File: src/rtl/aes_cbc_stream_framer.sv
// Serializes AES-CBC commands (key, IV, text blocks) into an AXI-stream frame
// for the downstream CBC cipher core; fields go out least-significant beat first.
module aes_cbc_stream_framer #(
  parameter int unsigned M_AXIS_WIDTH = 64
) (
  input  logic                      Clk,
  input  logic                      Rst,
  input  logic                      Cmd_valid,
  output logic                      Cmd_ready,
  input  logic [255:0]              Cmd_key,
  input  logic [127:0]              Cmd_iv,
  input  logic                      Cmd_encrypt,
  input  logic [15:0]               Cmd_blocks,
  input  logic                      Blk_valid,
  output logic                      Blk_ready,
  input  logic [127:0]              Blk_data,
  output logic                      M_axis_tvalid,
  input  logic                      M_axis_tready,
  output logic [M_AXIS_WIDTH-1:0]   M_axis_tdata,
  output logic [M_AXIS_WIDTH/8-1:0] M_axis_tkeep,
  output logic                      M_axis_tlast,
  output logic                      M_axis_tuser,
  output logic                      Busy,
  output logic                      Err_zero
);

  localparam int unsigned MW     = M_AXIS_WIDTH;
  localparam int unsigned KEEP_W = MW / 8;
  localparam int unsigned KW     = 256 / MW;
  localparam int unsigned BW     = 128 / MW;

  localparam logic [2:0] S_IDLE = 3'd0;
  localparam logic [2:0] S_KEY  = 3'd1;
  localparam logic [2:0] S_IV   = 3'd2;
  localparam logic [2:0] S_LOAD = 3'd3;
  localparam logic [2:0] S_DATA = 3'd4;

  localparam logic [2:0] KEY_LAST = 3'(KW - 1);
  localparam logic [2:0] BLK_LAST = 3'(BW - 1);

  logic [2:0]        state_q, state_d;
  logic [2:0]        beat_q, beat_d;
  logic [255:0]      key_q, key_d;
  logic [127:0]      iv_q, iv_d;
  logic [127:0]      blk_q, blk_d;
  logic              enc_q, enc_d;
  logic [15:0]       rem_q, rem_d;
  logic              err_q, err_d;
  logic              busy_q, busy_d;
  logic              tvalid_q, tvalid_d;
  logic [MW-1:0]     tdata_q, tdata_d;
  logic [KEEP_W-1:0] tkeep_q, tkeep_d;
  logic              tlast_q, tlast_d;
  logic              tuser_q, tuser_d;

  logic cmd_hs;
  logic blk_hs;
  logic beat_hs;

  // Readies are forced low while reset is asserted so nothing is accepted then.
  assign Cmd_ready = (state_q == S_IDLE) && !Rst;
  assign Blk_ready = (state_q == S_LOAD) && !Rst;

  assign cmd_hs  = Cmd_valid && Cmd_ready;
  assign blk_hs  = Blk_valid && Blk_ready;
  assign beat_hs = tvalid_q && M_axis_tready;

  // Next-state, payload capture and next registered stream outputs.
  always_comb begin
    state_d = state_q;
    beat_d  = beat_q;
    key_d   = key_q;
    iv_d    = iv_q;
    blk_d   = blk_q;
    enc_d   = enc_q;
    rem_d   = rem_q;
    err_d   = 1'b0;

    case (state_q)
      S_IDLE: begin
        if (cmd_hs) begin
          if (Cmd_blocks != 16'd0) begin
            key_d   = Cmd_key;
            iv_d    = Cmd_iv;
            enc_d   = Cmd_encrypt;
            rem_d   = Cmd_blocks;
            beat_d  = 3'd0;
            state_d = S_KEY;
          end else begin
            err_d = 1'b1;
          end
        end
      end
      S_KEY: begin
        if (beat_hs) begin
          if (beat_q == KEY_LAST) begin
            beat_d  = 3'd0;
            state_d = S_IV;
          end else begin
            beat_d = beat_q + 3'd1;
          end
        end
      end
      S_IV: begin
        if (beat_hs) begin
          if (beat_q == BLK_LAST) begin
            beat_d  = 3'd0;
            state_d = S_LOAD;
          end else begin
            beat_d = beat_q + 3'd1;
          end
        end
      end
      S_LOAD: begin
        if (blk_hs) begin
          blk_d   = Blk_data;
          beat_d  = 3'd0;
          state_d = S_DATA;
        end
      end
      S_DATA: begin
        if (beat_hs) begin
          if (beat_q == BLK_LAST) begin
            beat_d  = 3'd0;
            rem_d   = rem_q - 16'd1;
            state_d = (rem_q == 16'd1) ? S_IDLE : S_LOAD;
          end else begin
            beat_d = beat_q + 3'd1;
          end
        end
      end
      default: begin
        state_d = S_IDLE;
        beat_d  = 3'd0;
      end
    endcase

    // Stream outputs are registered from the next state so they stay stable under stall.
    tvalid_d = (state_d == S_KEY) || (state_d == S_IV) || (state_d == S_DATA);
    tdata_d  = '0;
    case (state_d)
      S_KEY:   tdata_d = MW'(key_d >> (32'(beat_d) * MW));
      S_IV:    tdata_d = MW'(iv_d >> (32'(beat_d) * MW));
      S_DATA:  tdata_d = MW'(blk_d >> (32'(beat_d) * MW));
      default: tdata_d = '0;
    endcase
    tkeep_d = tvalid_d ? {KEEP_W{1'b1}} : {KEEP_W{1'b0}};
    tlast_d = (state_d == S_DATA) && (beat_d == BLK_LAST) && (rem_d == 16'd1);
    tuser_d = tvalid_d && enc_d;
    busy_d  = (state_d != S_IDLE);
  end

  // State and output registers with synchronous reset.
  always_ff @(posedge Clk) begin
    if (Rst) begin
      state_q  <= S_IDLE;
      beat_q   <= 3'd0;
      key_q    <= '0;
      iv_q     <= '0;
      blk_q    <= '0;
      enc_q    <= 1'b0;
      rem_q    <= 16'd0;
      err_q    <= 1'b0;
      busy_q   <= 1'b0;
      tvalid_q <= 1'b0;
      tdata_q  <= '0;
      tkeep_q  <= '0;
      tlast_q  <= 1'b0;
      tuser_q  <= 1'b0;
    end else begin
      state_q  <= state_d;
      beat_q   <= beat_d;
      key_q    <= key_d;
      iv_q     <= iv_d;
      blk_q    <= blk_d;
      enc_q    <= enc_d;
      rem_q    <= rem_d;
      err_q    <= err_d;
      busy_q   <= busy_d;
      tvalid_q <= tvalid_d;
      tdata_q  <= tdata_d;
      tkeep_q  <= tkeep_d;
      tlast_q  <= tlast_d;
      tuser_q  <= tuser_d;
    end
  end

  assign M_axis_tvalid = tvalid_q;
  assign M_axis_tdata  = tdata_q;
  assign M_axis_tkeep  = tkeep_q;
  assign M_axis_tlast  = tlast_q;
  assign M_axis_tuser  = tuser_q;
  assign Busy          = busy_q;
  assign Err_zero      = err_q;

endmodule

File: config.mk
export PLATFORM = sky130hd
export DESIGN_NAME = aes_cbc_stream_framer
export DESIGN_NICKNAME = d
export VERILOG_FILES = /design/src/rtl/aes_cbc_stream_framer.sv
export SDC_FILE = /design/constraint.sdc
export NUM_CORES = 1
export LEC_CHECK = 0
export CAP_MARGIN = 10
export CORE_AREA = 5 5 234 236
export CTS_BUF_LIST = sky130_fd_sc_hd__clkbuf_8
export CTS_CLUSTER_DIAMETER = 60
export DETAILED_ROUTE_END_ITERATION = 7
export DIE_AREA = 0 0 239 241
export HOLD_SLACK_MARGIN = 0.12
export PLACE_DENSITY = 0.79
export SETUP_SLACK_MARGIN = 0.15
export SLEW_MARGIN = 20
export SYNTH_ARGS = -nofsm -noshare
export SYNTH_HDL_FRONTEND = slang
export SYNTH_SLANG_ARGS = --single-unit
File: constraint.sdc
create_clock -name Clk -period 3.13 [get_ports Clk]
set_input_delay 0.626 -clock Clk [delete_from_list [all_inputs] [get_ports Clk]]
set_output_delay 0.626 -clock Clk [all_outputs]
set_load 0.01 [all_outputs]
==> results of run 1 <==
## final timing paths
check                                start               end  slack, ns  cells past startpoint
worst min-delay path                   Rst          Err_zero       0.35                      5
worst max-delay path            state_q[2]         Blk_ready       0.25                      4
worst max register to register   beat_q[1]  M_axis_tdata[61]       0.31                      9
worst min register to register   iv_q[111]         iv_q[111]       0.45                      2
## repair_timing
| item | 4_1_cts | 5_1_grt |
|---|---|---|
| resized for setup | 0 | 2 |
| endpoints found under the setup margin | 0 | 17 |
| buffers inserted | 0 | 1 |
## power by group through the flow
stage	combinational, mW	sequential (mW)	clock [mW]
2_1_floorplan	0.888	8.26	0
3_3_place_gp	2.11	8.27	0
3_5_place_dp	2.12	8.28	0
4_1_cts	2.14	8.12	7.25
5_1_grt	2.30	8.15	7.59
6_report	2.16	8.12	7.20
## cells in the final DEF (no fill, tap or decap), types with 65 or more instances in the layout
| cell | count |
|---|---|
| a21oi_1 | 328 |
| a222oi_1 | 65 |
| a31oi_1 | 67 |
| buf_4 | 165 |
| clkbuf_8 | 136 |
| clkdlybuf4s50_1 | 611 |
| dfxtp_1 | 604 |
| mux2i_1 | 196 |
| nand2_1 | 784 |
| nand3_1 | 68 |
| nor2_1 | 285 |
| o211ai_1 | 132 |
## per-layer routing
| layer | global-route usage | vias to the layer above | wire length, µm |
|---|---|---|---|
| met4 | 0.135 | 8 | 4010 |
| met2 | 0.475 | 1307 | 43000 |
| met3 | 0.0666 | 235 | 8350 |
| li1 | - | 11779 | - |
| met5 | 0 | - | 46 |
| met1 | 0.389 | 11874 | 36800 |
## worst min-delay path, cell delays in order
cell and delay [ns]:
buf_8 0.08, nor4_2 0.05, buf_4 0.13, nand2_1 0.06, nor2_1 0.04
## flip-flops by register name, summed over array words and instances (netlist names)
name and count:
enc_q 1, state_q 3, key_q 256, rem_q 16, iv_q 128, Busy 1, beat_q 3, M_axis_tuser 1
M_axis_tkeep 1, M_axis_tlast 1, Err_zero 1, M_axis_tdata 64, blk_q 128
## cell families (layout without fill, tap and decap cells)
logic type               count (synthesis)  after routing  synth area share
multiplexers                           197            197            0.0793
adder cells (fa/ha/maj)                  7              7           0.00352
other                                    0             18                 0
flip-flops                             604            604             0.486
AO/OA/AOI/OAI                          699            699             0.188
buffers and inverters                  280           1003            0.0475
XOR/XNOR                                 2              2          0.000704
AND/OR/NAND/NOR                       1205           1206             0.195
## stage by stage
step	cell area, µm²	utilization	instances	worst slack (ns)
after floorplan	24900	-	2994	0.312
after global placement	32800	0.628	4226	-0.209
after detailed placement	32800	0.628	4226	-0.231
after CTS	34900	0.669	4404	0.233
after global routing	35000	0.670	4424	0.144
final	35000	0.670	4424	0.248
## cell type report
| cell class | instances | area [µm²] |
|---|---|---|
| tap | 688 | 861 |
| clock inverter | 42 | 240 |
| antenna | 18 | 45.0 |
| sequential | 604 | 12100 |
| fill | 4193 | 17200 |
| multi-input combinational | 2111 | 11700 |
| timing repair buffer | 818 | 8180 |
| clock buffer | 136 | 1870 |
| inverter | 7 | 26.3 |
==> results.txt, run 1 <==
The share of total power in the clock network is 0.412. The internal power of the cells is 13.2 mW. The kind of end point of the critical path is an output pin. The share of total power dissipated in combinational logic is 0.124. Across the VDD grid, the largest voltage drop is 0.000416 V. The biggest area contributor in the post-synthesis netlist is dfxtp_1. The run finished, with violations left. The share of the yosys chip area belonging to registers came out at 0.486. The clock tree from TritonCTS is done. The ratio of cells with drive above 1 in the final layout is 0.101. The count of hold-fix buffers inserted at cts came out at 0. The number of warnings printed during yosys synthesis came out at 0. The number of design-rule violations left by the first detailed-router iteration is 2968. The worst-case clock skew is 0.0366 ns. The post-CTS clock slew at the launch and capture registers of the worst setup and hold paths came out at 0.06 ns. The final reports fail on DRC. Entering global routing, the biggest net connects 207 pins. The number of vias per cell after detailed routing is 5.70. The number of antenna violations at the first check in global routing is 22.

The register bit total from synthesis is between 600 and 700. The total design power is 17.5 mW. The number of enable-type register cells in the synthesized netlist came out at 0. The number of cells produced by synthesis is 2994. The distinct cell type count of the synthesized netlist is between 60 and 70. The clock period minus final worst setup slack came out at approximately 2.9 ns. In the final timing run, aggregate negative setup slack is 0 ns. The half-perimeter wire length after placement came out at 65200 µm.

No sink is reached through more buffers than the 3 on the longest clock path. The final count of hold timing violations came out at 0. In the routed design, unresolved DRC markers number 11. The insertion delay to the later sink of the worst-skew pair is roughly 0.69 ns. Yosys instantiated no cell more often than nand2_1. The vias after detailed routing came out at roughly 25000. The die outline width came out at 239 µm. The post-synthesis instance area came out at 24900 µm².

The number of clock buffers added by TritonCTS is 99. Walking the worst path, the cells encountered are buf_4 > and4bb_1 > buf_4 > clkdlybuf4s50_1. The first detailed-routing pass took 8 iterations. The total overflow reported by the global router is 0. The required time at the endpoint of the critical path came out at 2.50 ns. The total power density per cell area came out at 499 nW/µm².

The number of nets in the final layout is approximately 4200. Dividing the final minimum period by the clock period gives 0.921. The total leakage power came out at 13.3 nW. For this configuration, the core starts out at a cell density of 0.476. The maximum fanout along the worst path is 23. The I/O pin count is 613.

In this design, the critical path's most frequently occurring cell is buf_4. The number of global-route vias before repair was 23863. The sequential cell fraction of total power came out at 0.465. Setup violations remaining at the end of the flow were counted as 0.

Yosys attributes the largest share of cell area to dfxtp_1 (49%), nand2_1 (12%), mux2i_1 (7.9%). The biggest cell delay along the critical path came out at 0.49 ns. Sorting the synthesized cells by how often they occur yields nand2_1 (786), dfxtp_1 (604), a21oi_1 (328), nor2_1 (287), mux2i_1 (196). The fraction of registers with async set or reset after synthesis came out at 0. The average wire per cell in the routed design came out at 20.8 µm. The count of final max-slew check failures is 0.

The tool flagged a number of max-cap violations equal to 0. The class of the tightest hold or removal check is input pin to register. In this run the tool buffered the top-level ports with roughly 610 buffer cells.

The critical path contains buffers and inverters numbering 3 combined. The worst setup path is launched from a register. The relative area change from synthesis to final layout is 40.7%. The area share of the largest cell type after synthesis came out at 0.486. The tightest hold path in the finished design has a slack of 0.352 ns. On the critical path, the stage with the largest delay is an instance of clkdlybuf4s50_1. The die is 241 µm tall. The power spent charging and discharging nets is 4.32 mW. The cell family contributing the most delay on the critical path is buffers and inverters.

The post-synthesis area per instance is 8.31 µm². The most used flip-flop cell after synthesis is dfxtp_1. Static timing analysis puts the maximum clock frequency at approximately 350 MHz. The core region is 52200 µm². Routability-driven placement finished with a final weighted congestion of 0.951. The floorplan has 84 rows. The H-tree was split into 3 levels.

The buffer type at the clock tree root is clkbuf_8. The switching share of total power is 0.247. Setup repair after global routing could not meet its margin everywhere. The number of sinks on the clock net is between 600 and 700.

Once detail routing completed, the nets flagged for antenna violations numbered 0. The post-synthesis net count came out at 3535. The worst setup path is of the register to output pin kind. The total die area is 57600 µm². The arrival time at the worst endpoint came out at 2.26 ns. The global-route total usage across every layer came out at 0.298. The wire length of the first global-routing pass is 136000 µm. The relative slew slack is 0.287. The final wirelength is 92200 µm. The actual transition at the worst max-transition pin is 1.07 ns.
(Power assumes the default switching activity.)
==> inputs of run 2 (changes only) <==
Settings changed: CORE_AREA 5 5 234 236 to default, CORE_MARGIN from default to 5, CORE_UTILIZATION from default to 35, DIE_AREA 0 0 239 241 to default, PLACE_DENSITY 0.79 to 0.61, RECOVER_POWER from default to 25.
==> run 2 against run 1 <==
Net effect:
- count of clock-buffer cells in the layout is 18 lower
- sequential share of layout area decreased by 0.52 points
- non-clock buffer count is 55 higher
- hold slack improved by 0.098 ns
- clock skew rose by 0.0016 ns
- die area is 33% higher
- cell area is 1.6% higher
- first-iteration DRC count is 22% lower
- critical endpoint is now M_axis_tdata[51]
- the run ends with DRC, capacitance limit, slew limit left
==> results.txt, run 2 (synthesized netlist as in run 1, its figures left out) <==
The final reports fail on DRC, capacitance limit, slew limit. The worst slack on hold paths is 0.450 ns. After clock tree synthesis, the clock-pin slew on the worst setup and hold paths is 0.06 ns.

After the first detailed-routing iteration, the DRC count stood at between 2000 and 2500. The critical path is of the input pin to register type. At the worst endpoint, the arrival time is about 3.5 ns. The count of hold-fix buffers inserted at cts is 0. The setup slack after layout came out at approximately 0.26 ns.

The number of flip-flops in the largest register came out at 256. The library cell contributing the largest single delay on the critical path is dlygate4sd3_1. Of the available clock period, the critical path in the final layout requires 0.917.

The critical path goes through dlygate4sd3_1 > nor4_1 > buf_4 > nand4_1 > clkbuf_1 > nand2_4 > buf_12 > clkbuf_1 > mux2i_1 > o211ai_1 > a32o_1. The run finished, with violations left. The count of final max-slew check failures came out at about 300. The total of buffers placed on input and output ports is 612. The total of endpoints with negative setup slack in the final report is 0. For this design the static power due to leakage is 13.5 nW. The number of CTS-inserted buffers came out at 102. The relative area change from synthesis to final layout is 42.9%. The die is between 200 and 300 µm wide. The routed layout has 24715 vias.

The actual transition at the worst max-transition pin is 1.68 ns. The core outline area is roughly 70000 µm². The net count of the finished layout is approximately 4200. The I/O pin count is 613. The clock tree from TritonCTS is done.

In the final layout, the registers with the most flip-flops are key_q: 256 flops, blk_q: 128 flops, iv_q: 128 flops. The number of global-route vias before repair came out at 24109. The half-perimeter wire length after placement is 70100 µm. After clock tree synthesis, the repair step resized 0 gates. The library cell used most frequently in the layout, excluding fill and tap cells, is nand2_1. The cell sitting at the root of the clock tree is a clkbuf_8.

Total power for the finished layout comes to roughly 17 mW. The initial utilization of the core area, before any placement, comes to 0.354. The site row count came out at 97.

The total overflow reported by the global router is 0. The total die area came out at 76500 µm². The worst setup path is launched from an input pin. The maximum VDD drop is 0.000298 V.

The worst-case clock skew is 0.0382 ns. The largest net degree at the start of global routing came out at 199. The relative slew slack is -0.122.

The biggest cell delay along the critical path is 0.56 ns. The final wirelength came out at 97300 µm. The clock tree buffer depth came out at 3. The register with the most flip-flops is key_q. The number of levels in the clock H-tree is 3. The final count of hold timing violations came out at 0.

At the end of routability-driven placement, the weighted congestion stood at slightly below 0.9. The number of sinks on the clock net came out at just over 600. In this run the worst path has a maximum fanout of 17.

The highest attainable clock frequency is 349 MHz. The insertion delay to the later sink of the worst-skew pair is 0.72 ns. The clock period minus final worst setup slack came out at 2.87 ns.

In the final layout, the share of cells above drive strength 1 is 0.108. The pre-antenna-repair detailed-routing pass consisted of 8 iterations. The number of vias per cell after detailed routing came out at 5.23.

The top cell types in the final layout, fill and taps aside, are nand2_1 (785), clkdlybuf4s50_1 (602), dfxtp_1 (601), a21oi_1 (328), nor2_1 (285). The post-CTS setup buffer count came out at 0. The wire length of the first global-routing pass came out at around 150000 µm. The tightest min-delay check is of the register to register type. The count of non-filler cells in the finished layout is 4723. Once placement completed, the tool counted placed cells totaling 4534.

The total power density per cell area is a little under 500 nW/µm². The average wire per cell in the routed design is 20.6 µm. The die is 277 µm tall. The pre-CTS worst setup slack is -0.232 ns. The count of maximum capacitance violations came out at 3. Setup repair after global routing left no endpoint under its margin. Data on the critical path is required at its endpoint by 3.73 ns. The post-route antenna net violation count came out at 0. The global-route total usage across every layer came out at 0.240.

The number of remaining DRC errors is 15. The number of antenna violations at the first check in global routing is 14. STA classifies the critical path endpoint as a register. The most numerous cell type found on the critical path is clkbuf_1.
## run 2: worst max-delay path, delay by kind of cell
kind,cells,cell delay (ns)
buffers and inverters,5,1.47
and+or+nand+nor,3,0.64
AOI/OAI and AO/OA,2,0.39
muxes,1,0.31
## run 2: final timing paths
check,start,end,slack (ns),cells after the start
worst max-delay path,Cmd_blocks[11],M_axis_tdata[51],0.26,11
worst max register to register,beat_q[1],M_axis_tdata[54],0.33,11
worst min register to register,iv_q[83],iv_q[83],0.45,2
worst min-delay path,iv_q[83],iv_q[83],0.45,2
## run 2: stage by stage
| step | TNS [ns] | util | instance area [µm²] |
|---|---|---|---|
| 2_1_floorplan | 0 | - | 24900 |
| 3_3_place_gp | -17.41 | 0.478 | 33600 |
| 3_5_place_dp | -13.47 | 0.478 | 33600 |
| 4_1_cts | 0 | 0.506 | 35600 |
| 5_1_grt | 0 | 0.506 | 35500 |
| 6_report | 0 | 0.506 | 35500 |
## run 2: per-layer routing
| layer | track usage | wire length (µm) | vias up |
|---|---|---|---|
| li1 | - | - | 11895 |
| met1 | 0.323 | 42600 | 11782 |
| met2 | 0.400 | 46600 | 889 |
| met3 | 0.0419 | 5790 | 143 |
| met4 | 0.0666 | 2190 | 6 |
| met5 | 0 | 54 | - |
## run 2: area by class of cell
cell class / count / area (µm²)
diodes: 12 / 30.0
clock buffers: 118 / 1620
clock inverters: 59 / 318
fillers: 6694 / 34700
inverters: 7 / 26.3
multi-input cells: 2110 / 11700
flip-flops and latches: 604 / 12100
well taps: 940 / 1180
repair buffers: 873 / 8600
## run 2: power by group
part | leakage (nW) | switching, mW | internal (mW)
combinational | 7.39 | 1.01 | 1.17
sequential | 4.91 | 0.137 | 7.98
clock | 1.16 | 3.29 | 3.52
